File: src/rtl/reg_scoreboard_pkg.sv
// Shared CPU constants for the decode-stage register scoreboard.
package reg_scoreboard_pkg;

  localparam int unsigned REG_IDX_W     = 5;
  localparam int unsigned NUM_ARCH_REGS = 32;

  // Long-latency producer unit ids
  localparam int unsigned UNIT_DIV  = 0;
  localparam int unsigned UNIT_LOAD = 1;
  localparam int unsigned UNIT_MUL  = 2;

  typedef logic [REG_IDX_W-1:0] reg_idx_t;

endpackage

File: src/rtl/reg_scoreboard.sv
// Register scoreboard: tracks architectural registers with an outstanding long-latency
// write and stalls decode on RAW/WAW hazards against them or when the tracker is full.
module reg_scoreboard
  import reg_scoreboard_pkg::*;
#(
  parameter int unsigned NUM_UNITS       = 4,
  parameter int unsigned UNIT_W          = 2,
  parameter int unsigned MAX_OUTSTANDING = 4,
  parameter int unsigned CNT_W           = 3
) (
  input  logic              clk,
  input  logic              rst_n,
  input  logic              issue_valid,
  input  reg_idx_t          issue_rs1_index,
  input  reg_idx_t          issue_rs2_index,
  input  logic              issue_uses_rs1,
  input  logic              issue_uses_rs2,
  input  logic              issue_writes_rd,
  input  reg_idx_t          issue_rd_index,
  input  logic              issue_long,
  input  logic [UNIT_W-1:0] issue_unit,
  input  logic              complete_valid,
  input  reg_idx_t          complete_rd_index,
  input  logic [UNIT_W-1:0] complete_unit,
  output logic              stall,
  output logic              busy,
  output logic [CNT_W-1:0]  outstanding_count,
  output logic              protocol_error
);

  logic [NUM_ARCH_REGS-1:0] pending_q, pending_d;
  logic [UNIT_W-1:0]        owner_q [NUM_ARCH_REGS];
  logic [UNIT_W-1:0]        owner_d [NUM_ARCH_REGS];
  logic [CNT_W-1:0]         count_q, count_d;
  logic                     perr_q, perr_d;

  logic             clr_hit;
  logic             raw_rs1, raw_rs2, waw, cap_full;
  logic             fire, set;
  logic             unit_ok;
  logic [CNT_W-1:0] count_after_clear;

  // Hazard detection with same-cycle completion bypass; stall is purely combinational.
  always_comb begin
    clr_hit = complete_valid && pending_q[complete_rd_index] &&
              (owner_q[complete_rd_index] == complete_unit);
    raw_rs1 = issue_uses_rs1 && (issue_rs1_index != '0) && pending_q[issue_rs1_index] &&
              !(clr_hit && (complete_rd_index == issue_rs1_index));
    raw_rs2 = issue_uses_rs2 && (issue_rs2_index != '0) && pending_q[issue_rs2_index] &&
              !(clr_hit && (complete_rd_index == issue_rs2_index));
    waw     = issue_writes_rd && (issue_rd_index != '0) && pending_q[issue_rd_index] &&
              !(clr_hit && (complete_rd_index == issue_rd_index));
    count_after_clear = count_q - CNT_W'(clr_hit);
    cap_full = issue_long && issue_writes_rd &&
               (count_after_clear == CNT_W'(MAX_OUTSTANDING));
    stall   = issue_valid && (raw_rs1 || raw_rs2 || waw || cap_full);
    fire    = issue_valid && !stall;
    set     = fire && issue_long && issue_writes_rd && (issue_rd_index != '0);
    // A completion tagged with a unit that does not exist is malformed
    unit_ok = ({1'b0, complete_unit} < (UNIT_W + 1)'(NUM_UNITS));
  end

  // Next-state: clear first, then set so a same-register set overrides the clear.
  always_comb begin
    pending_d = pending_q;
    owner_d   = owner_q;
    if (clr_hit) begin
      pending_d[complete_rd_index] = 1'b0;
    end
    if (set) begin
      pending_d[issue_rd_index] = 1'b1;
      owner_d[issue_rd_index]   = issue_unit;
    end
    pending_d[0] = 1'b0;
    count_d = count_q + CNT_W'(set) - CNT_W'(clr_hit);
    // Mismatched completions leave pending state alone and latch the error
    perr_d  = perr_q | (complete_valid && (!clr_hit || !unit_ok));
  end

  // State registers with asynchronous reset dropping all pending writes.
  always_ff @(posedge clk or negedge rst_n) begin
    if (!rst_n) begin
      pending_q <= '0;
      owner_q   <= '{default: '0};
      count_q   <= '0;
      perr_q    <= 1'b0;
    end else begin
      pending_q <= pending_d;
      owner_q   <= owner_d;
      count_q   <= count_d;
      perr_q    <= perr_d;
    end
  end

  assign busy              = (count_q != '0);
  assign outstanding_count = count_q;
  assign protocol_error    = perr_q;

endmodule
File: config.mk
export PLATFORM = sky130hd
export DESIGN_NAME = reg_scoreboard
export DESIGN_NICKNAME = d
export VERILOG_FILES = /design/src/rtl/reg_scoreboard_pkg.sv /design/src/rtl/reg_scoreboard.sv
export SDC_FILE = /design/constraint.sdc
export NUM_CORES = 1
export LEC_CHECK = 0
export BUFFER_PORTS_ARGS = -buffer_cell sky130_fd_sc_hd__clkbuf_2
export CORE_MARGIN = 10
export CORE_UTILIZATION = 49
export DETAILED_ROUTE_END_ITERATION = 12
export PLACE_DENSITY = 0.66
export SYNTH_ARGS = -nofsm -noshare
export SYNTH_HDL_FRONTEND = slang
export SYNTH_SLANG_ARGS = --single-unit
File: constraint.sdc
create_clock -name clk -period 5.5 [get_ports clk]
set_input_delay 0.55 -clock clk [delete_from_list [all_inputs] [get_ports clk]]
set_output_delay 0.55 -clock clk [all_outputs]
set_load 0.05 [all_outputs]
==> impl_results.md, run 1 <==
- Synth Cell Area: 6912 um2
- Area of the core: ~14000 um2
- Starting Density: 49.99%
- Clk_skew: about 0.0048 ns
- Syn_nets: 682
- Post-DP HPWL: around 14000 um
- Largest area contributor in the netlist: dfrtp_1
- Antenna Nets Post-Route: 0
- Post-DR vias/cell: 6.522
- Relative slew slack: between 30% and 40%
- Cell Pwr Density: 266.9 nW/um2
- Storage element area: 2477 um2
- Post-layout instance area: 7433 um2
- Status: completed
- Place WS: a little over 0.3 ns
- First-pass GRT wire length: between 30000 and 40000 um
- Final Hold Viols: 0
- Worst-Skew Late Latency: approximately 0.35 ns
- CTS tree: built
- Ys Warns: 0
- Wire per inst: about 24 um
- CTS H-tree lvls: 3
- Post-synthesis sequential element count: about 100
- Die Area: 19260 um2
- Num CTS Buffers: 9
- Area growth syn-to-layout: 7.549%
- Cells after DPL: about 820
- Slew @ Worst Pin: 0.9975 ns
- Vias in the first global route: 5522
- Largest net degree at the start of global routing: 66
- WP data arrival: 5.12 ns
- Final Power: 1.984 mW
- Crit Path Max Fanout: 32
- HP Class: in -> async
- # diodes: 0
- Root Buffer: clkbuf_16
- Count of final setup violators: 0
- Total grt overflow: 0
- Worst setup margin: roughly 0.66 ns
- CP max stage delay: 0.55 ns
- Initial antenna violation count: 0
- Worst-path cell chain: clkbuf_2 -> buf_12 -> mux2i_1 -> o32ai_1 -> or4_1 -> or4_4 -> a22oi_4 -> nand2_2 -> inv_1 -> ha_1 -> nand4b_1 -> nor2_1 -> inv_1 -> nand2_1 -> a21oi_1 -> nand4_4 -> and2_4 -> ha_1 -> inv_1 -> ha_1 -> inv_1 -> fa_1 -> xnor2_1 -> xnor2_1
- Final #Nets: 684
- Number of core rows: 43
- Clock buffer depth: 2
- Num ports: 38
- Asr flop ratio synth: 100.0%
- Cell Area, Placed: 7148 um2
- CP bufs+invs: 6
- Post-Syn Instances: 646
- Most frequent cells in the layout: dfrtp_1 (99), mux2i_1 (64), nand2_1 (53), mux2_2 (44), clkbuf_2 (36)
- Global Route Usage Sum: 19.94%
- Highest Clock Rate: 206.4 MHz
- IR drop worst, VDD: 168.7 uV
- Leak pwr: 3.077 nW
- Final std cells w/o fill: 833
- Drt drc: 0
- Avg Cell Area, Syn: approximately 11 um2
- Post-synthesis sequential area ratio: 35.84%
- Fillcell total: 1211
- Horiz. Die Dim: 138.8 um
- First-pass iteration count of the detailed router: 5
- Post-CTS setup repair buffer count: 0
- Critical Path Slowest Stage Cell: or4_1
- CP Launch Type: input port
- Multi-input gate area: 4084 um2
- Min Hold Slack: between 0.1 and 0.15 ns
- PortBufs: 37
- Period Utilization, post-route: 88.09%
- Iter 0 DRT Violations: approximately 520
- Clock Pin Slew Worst Setup and Hold Paths: 0.07 ns
- Total wire length: 19660 um
- Final Util: between 50% and 60%
- Gpl congestion: 0.9203
- Commonest non-fill, non-tap cell in the layout: dfrtp_1
- Req. time, crit path: 5.78 ns
- Crit path kind: in -> reg
- CP most frequent cell: inv_1
- Top cells by area, synth: dfrtp_1 (36%), mux2i_1 (9.3%), mux2_2 (7.2%), a21oi_4 (7.1%), mux2_1 (4.2%)
- Crit. End Element: register
- Top delay family on crit path: simple AND/OR/NAND/NOR gates
- Post-CTS resize count: 0
- Share of cells above drive strength 1: 25.42%
- RSZ-0062 raised after global routing: false
- Worst R2R Setup Slack: between 0.7 and 0.8 ns
- Ys flop type: dfrtp_1
- Vias post-DR: 5433
- Top-area cell type share of the netlist area: between 30% and 40%
- Number of enable flip-flop cells after synthesis: 0
- Clock sinks: 99
- Setup TNS: 0 ns
- Die H: 138.8 um
- Hold buffer count at CTS: 0
- Maxcap violations: 0
- Crit path time final: between 4 and 5 ns
- Max-slew violation count: 0
- Netlist cell types: 71
-- worst reg2reg max path, cell delays in order, from the launching register on --
cell and delay (ns):
dfrtp_1 0.40, mux4_2 0.49, a311o_1 0.39, or4_4 0.53, a22oi_4 0.29, nand2_2 0.09
inv_1 0.09, ha_1 0.23, nand4b_1 0.09, nor2_1 0.05, inv_1 0.10, nand2_1 0.06
a21oi_1 0.23, nand4_4 0.13, and2_4 0.27, ha_1 0.31, inv_1 0.06, ha_1 0.13
inv_1 0.05, fa_1 0.37, xnor2_1 0.18, xnor2_1 0.13
-- routing by layer --
metal  vias up  track usage, %  part of all wire, %
li1       2440               -                    -
met1      2693           27.24                   43
met2       245           30.25                   46
met3        55           3.767                  7.5
met4         0           8.182                  3.5
met5         -               0                    0
-- registers in the layout, indices dropped and copies added (netlist names) --
signal and count:
pending_q 31, outstanding_count 3, owner_q 64, protocol_error 1
-- path summary, 6_finish.rpt --
check / from / endpoint / cells past startpoint
min reg2reg: owner_q[63] / owner_q[63] / 0
min: rst_n / owner_q[32] / 1
min in group clk: owner_q[63] / owner_q[63] / 0
max in group asynchronous: rst_n / pending_q[6] / 2
max: complete_rd_index[1] / outstanding_count[2] / 24
max reg2reg: owner_q[41] / outstanding_count[2] / 21
-- where the power goes --
part / internal, mW / switching (mW)
clock network: 0.314 / 0.291
registers: 0.808 / 0.106
logic: 0.186 / 0.280
total: 1.31 / 0.677
-- final cells by class --
type	count	share of cell area (%)
Multi-Input combinational cell	473	54.94
Sequential cell	99	33.33
Timing Repair Buffer	52	4.208
Clock buffer	9	3.030
Tap cell	180	3.030
Clock inverter	7	0.8079
Inverter	13	0.6565
-- kinds of logic (layout without fill, tap and decap cells) --
family	Yosys count	count (layout)	synth area share, %
AOI/OAI and AO/OA	154	154	20.13
xor gates and xnor gates	18	18	2.281
adders and majority gates	4	4	0.8328
and+or+nand+nor	153	153	11.91
DFF	99	99	35.84
buffers and inverters	74	81	5.069
muxes	144	144	23.93
-- cell usage after synthesis, types with 9 or more instances --
library cell	instances
mux2i_1	64
dfrtp_1	99
o31ai_1	19
mux2_1	26
clkbuf_1	29
mux2_2	44
xnor2_1	9
a21oi_4	30
mux4_2	10
nand2b_1	13
inv_1	13
xor2_1	9
o32ai_1	9
o21ai_1	12
o41ai_1	15
buf_2	16
nand2_1	53
nor2_1	18
o21ai_0	20
nand3_1	12
Power figures use the tool's default switching activity.
==> inputs of run 2 (changes only) <==
- ABC_AREA: not set -> 1
==> run 2 against run 1 <==
Against the previous run:
- via count rose by 28%
- first-iteration DRC count rose by 60%
- setup slack improved by 0.29 ns
- cell area shrank 4.4%
==> impl_results.md, run 2 <==
- Post-synthesis sequential element count: 99 (unchanged)
- Number of core rows: 42 (-2.3%)
- Post-CTS setup repair buffer count: 0 (unchanged)
- Worst-Skew Late Latency: 0.36 ns (about the same)
- Count leader, synth: nand2_1
- Post-DP HPWL: 15190 um (+5.4%)
- Final Power: 1.970 mW (-0.69%)
- Antenna Nets Post-Route: 0 (unchanged)
- Final Hold Viols: 0 (unchanged)
- Post-CTS resize count: 0 (unchanged)
- Multi-input gate area: 3571 um2 (-13%)
- Global Route Usage Sum: 23.83% (+3.9 points)
- Top-area cell type share of the netlist area: 37.47% (+1.6 points)
- Num ports: 38 (unchanged)
- Post-synthesis sequential area ratio: 37.47% (+1.6 points)
- HP Class: in -> async
- Sw frac: 36.35% (+2.2 points)
- Clock Pin Slew Worst Setup and Hold Paths: 0.07 ns (about the same)
- Most frequent cells after synthesis: nand2_1 (450), dfrtp_1 (99), o21ai_0 (78)
- Maxcap violations: 0 (unchanged)
- IR drop worst, VDD: 162.4 uV (-3.7%)
- CP most frequent cell: nand2_1
- Cell Area, Placed: 6822 um2 (-4.6%)
- Gpl congestion: 1.089 (+18%)
- # diodes: 0 (unchanged)
- Critical Path Slowest Stage Cell: nor2_4
- Internal Power: 1.254 mW (-4.1%)
- Area of the core: 13240 um2 (-4.2%)
- Share of cells above drive strength 1: 7.722% (-18 points)
- Max FFs per register: 64 (unchanged)
- Horiz. Die Dim: 136.2 um (-1.9%)
- Ys Warns: 0 (unchanged)
- Count of final setup violators: 0 (unchanged)
- Sequential share of power: 44.1% (-2.0 points)
- Setup TNS: 0 ns (unchanged)
- Largest area contributor in the netlist: dfrtp_1
- Biggest register: owner_q
- Max-slew violation count: 0 (unchanged)
- Ys flop type: dfrtp_1
- Relative slew slack: 36.82% (+3.5 points)
- Period Utilization, post-route: 82.82% (-5.3 points)
- First-pass iteration count of the detailed router: 6 (+1)
- Clock buffer depth: 2 (unchanged)
- CP Launch Type: input port
- Synth Cell Area: 6611 um2 (-4.3%)
- Initial antenna violation count: 0 (unchanged)
- RSZ-0062 raised after global routing: false
- Req. time, crit path: 5.77 ns (about the same)
- WP data arrival: 4.83 ns (-0.29 ns)
- Iter 0 DRT Violations: 837 (+60%)
- Commonest non-fill, non-tap cell in the layout: nand2_1
- Storage element area: 2477 um2 (unchanged)
- Area growth syn-to-layout: 7.532% (about the same)
- First-pass GRT wire length: 35110 um (+13%)
- Netlist cell types: 31 (-56%)
- Slew @ Worst Pin: 0.9454 ns (-0.05218 ns)
- Clock sinks: 99 (unchanged)
- PortBufs: 37 (unchanged)
- CTS H-tree lvls: 3 (unchanged)
- Combinational power share: 24.2% (+0.7 points)
- Asr flop ratio synth: 100.0% (unchanged)
- Final #Nets: 1054 (+54%)
- CP max stage delay: 0.39 ns (-0.16 ns)
- Post-DR vias/cell: 5.822 (-11%)
- Crit Path Max Fanout: 18 (-44%)
- Wire per inst: 18.16 um (-23%)
- Top cells by area, synth: dfrtp_1 (37%), nand2_1 (26%), nand4_1 (6.6%), o21ai_0 (5.9%), nand3_1 (4.0%)
- Post-layout instance area: 7109 um2 (-4.4%)
- Hold buffer count at CTS: 0 (unchanged)
- Die Area: 18540 um2 (-3.7%)
- Highest Clock Rate: 219.5 MHz (+6.4%)
- Leak pwr: 3.699 nW (+20%)
- Status: completed
- Die H: 136.2 um (-1.9%)
- Syn_nets: 1053 (+54%)
- Crit path time final: 4.555 ns (-0.2897 ns)
- Largest net degree at the start of global routing: 94 (+42%)
- Cell Pwr Density: 277.2 nW/um2 (+3.8%)
- Total wire length: 21780 um (+11%)
- Fillcell total: 1363 (+13%)
- Clk_skew: 0.008177 ns (+0.003409 ns)
- Post-Syn Instances: 1017 (+57%)
- Vias post-DR: 6980 (+28%)
- Num CTS Buffers: 9 (unchanged)
- Drt drc: 0 (unchanged)
- CTS tree: built
- Vias in the first global route: 6302 (+14%)
- Crit. End Element: register
- Number of enable flip-flop cells after synthesis: 0 (unchanged)
- Root Buffer: clkbuf_16
- Total grt overflow: 0 (unchanged)
- Avg Cell Area, Syn: 6.501 um2 (-39%)
- Sw Pwr: 716.2 uW (+5.8%)
- Most frequent cells in the layout: nand2_1 (450), dfrtp_1 (99), o21ai_0 (78), nand4_1 (70), inv_1 (62)
- Starting Density: 49.92% (-0.062 points)
- Clock power share: 31.8% (+1.3 points)
- Final Util: 53.68% (-0.075 points)
- Crit path kind: in -> reg
## run 2: per-layer routing
layer	vias up	track usage [%]	part of all wire (%)
li1	3351	-	-
met1	3223	33.29	43
met2	357	34.45	43
met3	49	6.900	11
met4	0	7.929	2.8
met5	-	0	0
## run 2: worst paths after layout
path	startpoint	slack (ns)	cells after the start	to
max	complete_rd_index[1]	0.94	25	outstanding_count[2]
min	rst_n	0.26	1	owner_q[41]
max reg2reg	pending_q[28]	1.48	24	outstanding_count[2]
min reg2reg	owner_q[62]	0.38	0	owner_q[62]
max in group asynchronous	rst_n	4.16	2	owner_q[7]
min in group clk	owner_q[62]	0.38	0	owner_q[62]
## run 2: area by class of cell
cell class / instances / share of cell area [%]
Tap cell: 176 / 3.097
Clock inverter: 5 / 0.6336
Inverter: 68 / 3.590
Multi-Input combinational cell: 790 / 50.23
Sequential cell: 99 / 34.85
Clock buffer: 11 / 3.414
Timing Repair Buffer: 50 / 4.189
## run 2: kinds of logic after synthesis
kind of cell	count (synthesis)	share of synthesized area, %
fa+ha+maj	4	0.8706
compound gates	129	10.73
buf+inv	128	8.516
simple gates	651	41.62
flops	99	37.47
xor+xnor	6	0.7948
## run 2: worst max-delay path: cells and delay by family
kind          cells  cell delay, ns
fa+ha+maj         4            1.02
buf+inv           5            0.98
simple gates     14            1.90
xor+xnor          2            0.36
## run 2: power by group through the flow
stage | registers, mW | clock network [mW] | logic, mW
after global placement | 0.880 | 0 | 0.467
final | 0.868 | 0.626 | 0.476
after detailed placement | 0.879 | 0 | 0.469
after global routing | 0.876 | 0.668 | 0.527
after CTS | 0.865 | 0.635 | 0.472
after floorplan | 0.893 | 0 | 0.313
## run 2: metrics by stage
stage	hold WS, ns	instances	setup slack (ns)
2_1_floorplan	0.2544	1017	1.311
3_3_place_gp	0.3658	1183	0.8710
3_5_place_dp	0.3656	1183	0.6722
4_1_cts	0.2948	1199	1.007
5_1_grt	0.3235	1199	0.6068
6_report	0.2586	1199	0.9447
==> inputs of run 3 (changes only) <==
- clock period: 5.5 -> 4.7 ns (I/O delays scaled with it)
==> run 3 against run 2 <==
Against the previous run:
- cell area grew 0.58%
- power grew 17%
- non-clock buffer count grew 4
- routed wire length grew 1.7%
- register-to-register slack lost 0.42 ns
- sequential cell count is the same
- via count grew 0.29%
- sequential share of layout area shrank 0.20 points
- core utilization grew 0.31 points
- combinational power grew 18%
- critical endpoint is now stall
- largest cell class unchanged
- largest power group unchanged
==> impl_results.md, run 3 (synthesis results as in run 2) <==
- Status: completed
- Vias in the first global route: 6349 (+0.75%)
- Total grt overflow: 0 (unchanged)
- CP most frequent cell: nand2_1
- Internal Power: 1.471 mW (+17%)
- Initial antenna violation count: 0 (unchanged)
- Req. time, crit path: 4.23 ns (-1.54 ns)
- First-pass GRT wire length: 35330 um (+0.61%)
- CP Launch Type: input port
- # diodes: 0 (unchanged)
- Sequential share of power: 44.0% (about the same)
- Crit Path Max Fanout: 94 (+76)
- Clock sinks: 99 (unchanged)
- Iter 0 DRT Violations: 861 (+2.9%)
- Worst-Skew Late Latency: 0.36 ns (about the same)
- Max-slew violation count: 0 (unchanged)
- Die Area: 18540 um2 (unchanged)
- Crit path kind: in -> out
- Post-CTS setup repair buffer count: 0 (unchanged)
- Critical Path Slowest Stage Cell: inv_1
- Critical path launch point: complete_rd_index[0]
- Reg2Reg Depth: 24 (unchanged)
- Die H: 136.2 um (unchanged)
- Maxcap violations: 0 (unchanged)
- Met2 Wirelength: 9601 um (+2.4%)
- Sw Pwr: 840.0 uW (+17%)
- Biggest register: owner_q
- Count of final setup violators: 0 (unchanged)
- Most frequent cells in the layout: nand2_1 (450), dfrtp_1 (99), o21ai_0 (78), nand4_1 (70), inv_1 (62)
- Global Route Usage Sum: 24.21% (+0.38 points)
- Area growth syn-to-layout: 8.157%
- HP Class: in -> async
- RR Endpoint: outstanding_count[2]
- PortBufs: 37 (unchanged)
- Clk_skew: 0.009533 ns (+0.001356 ns)
- Max FFs per register: 64 (unchanged)
- Post-CTS resize count: 0 (unchanged)
- Horiz. Die Dim: 136.2 um (unchanged)
- Wl on met1: 9718 um (+3.0%)
- Share of cells above drive strength 1: 8.082% (+0.36 points)
- Sw frac: 36.34% (about the same)
- Highest Clock Rate: 245.7 MHz
- Leak pwr: 3.719 nW (+0.54%)
- Final Hold Viols: 0 (unchanged)
- Hold buffer count at CTS: 0 (unchanged)
- Crit path time final: ~4.1 ns
- Setup TNS: 0 ns (unchanged)
- Top delay family on crit path: simple AND/OR/NAND/NOR gates
- Post-DP HPWL: 15580 um (+2.6%)
- Num CTS Buffers: 9 (unchanged)
- Slew @ Worst Pin: 0.8469 ns (-0.09842 ns)
- First-pass iteration count of the detailed router: 5 (-1)
- Combinational power share: 24.2% (about the same)
- Wire per inst: 18.40 um (+1.3%)
- Area of the core: 13240 um2 (unchanged)
- Place WS: 0.4305 ns (-0.2418 ns)
- Final std cells w/o fill: 1203 (+0.33%)
- CP max stage delay: 0.31 ns (-0.08 ns)
- RR Startpoint: pending_q[28]
- Gpl congestion: 1.027 (-5.7%)
- DR WL met3: 2093 um (-11%)
- Number of core rows: 42 (unchanged)
- Final #Nets: 1058 (+0.38%)
- Cell Pwr Density: 323.2 nW/um2 (+17%)
- Crit. End Element: output port
- CTS H-tree lvls: 3 (unchanged)
- WP data arrival: 3.60 ns (-1.23 ns)
- Num ports: 38 (unchanged)
- Worst-path cell chain: clkbuf_2 -> buf_4 -> nand2_1 -> inv_1 -> nand2_1 -> nand3_1 -> nand2_1 -> nand2_1 -> nor2_1 -> nand3_1 -> nand2_1 -> nor2_1 -> nand2_1 -> inv_1 -> ha_1 -> xor2_1 -> nand4_1 -> nand2_1 -> nor2_4 -> buf_12 -> nor2_1 -> clkbuf_2
- Fillcell total: 1377 (+1.0%)
- RSZ-0062 raised after global routing: false
- Max Used Layer: met4
- Worst setup margin: 0.6306 ns (-0.3141 ns)
- Vias post-DR: 7000 (+0.29%)
- Antenna Nets Post-Route: 0 (unchanged)
- Root Buffer: clkbuf_16
- Clock buffer depth: 2 (unchanged)
- Post-DR vias/cell: 5.819 (about the same)
- Cells after DPL: 1187 (+0.34%)
- Starting Density: 49.92% (unchanged)
- CP bufs+invs: 6 (+1)
- Clock power share: 31.8% (about the same)
- Drt drc: 0 (unchanged)
- Relative slew slack: 43.54% (+6.7 points)
- Largest net degree at the start of global routing: 95 (+1.1%)
- Setup crit end: stall
- WP depth: 22 (-12%)
- Commonest non-fill, non-tap cell in the layout: nand2_1
- Worst R2R Setup Slack: 1.06 ns (-0.42 ns)
- Min Hold Slack: 0.2177 ns (-0.04088 ns)
- CTS tree: built
- Total wire length: 22140 um (+1.7%)
- Period Utilization, post-route: 86.58%
- IR drop worst, VDD: 250.6 uV (+54%)
- Clock Pin Slew Worst Setup and Hold Paths: 0.07 ns (about the same)
==> run 3: metrics by stage <==
stage          utilization, %  power (mW)  cell area [um2]
2_1_floorplan               -       1.411             6611
3_3_place_gp            51.83       1.580             6864
3_5_place_dp            51.83       1.582             6864
4_1_cts                 54.00       2.322             7151
5_1_grt                 54.00       2.430             7151
6_report                54.00       2.311             7151
==> run 3: power by group through the flow <==
stage                     combinational (mW)  sequential, mW  clock (mW)
after floorplan                        0.366            1.04           0
after global placement                 0.551            1.03           0
after detailed placement               0.554            1.03           0
after CTS                              0.555            1.01       0.754
after global routing                   0.621            1.03       0.784
final                                  0.560            1.02       0.734
==> run 3: final cells by class <==
class | count | area, um2 | share of cell area, %
timing repair buffer | 54 | 340.3 | 4.759
inverter | 68 | 255.2 | 3.570
sequential | 99 | 2477 | 34.65
multi-input combinational | 790 | 3571 | 49.94
clock inverter | 5 | 43.79 | 0.6124
tap | 176 | 220.2 | 3.080
clock buffer | 11 | 242.7 | 3.395
==> run 3: worst reg2reg max path, delay by kind of cell (launching register included) <==
family | cells | cell delay, ns
compound gates | 1 | 0.16
buf+inv | 4 | 0.33
xor+xnor | 2 | 0.33
simple gates | 13 | 1.26
fa+ha+maj | 4 | 1.00
flops | 1 | 0.45
==> run 3: how the worst min path moves through the flow <==
stage,from,to,cells after the start
6_report,rst_n,owner_q[40],1
4_1_cts,rst_n,pending_q[10],1
3_5_place_dp,owner_q[62],owner_q[62],0
2_1_floorplan,rst_n,outstanding_count[0],0
3_3_place_gp,owner_q[62],owner_q[62],0
5_1_grt,rst_n,owner_q[41],1
==> run 3: metal layers <==
metal / up-vias / track usage (%)
met5: - / 0
met4: 0 / 9.112
met3: 52 / 5.277
met2: 335 / 34.75
met1: 3271 / 34.68
li1: 3342 / -
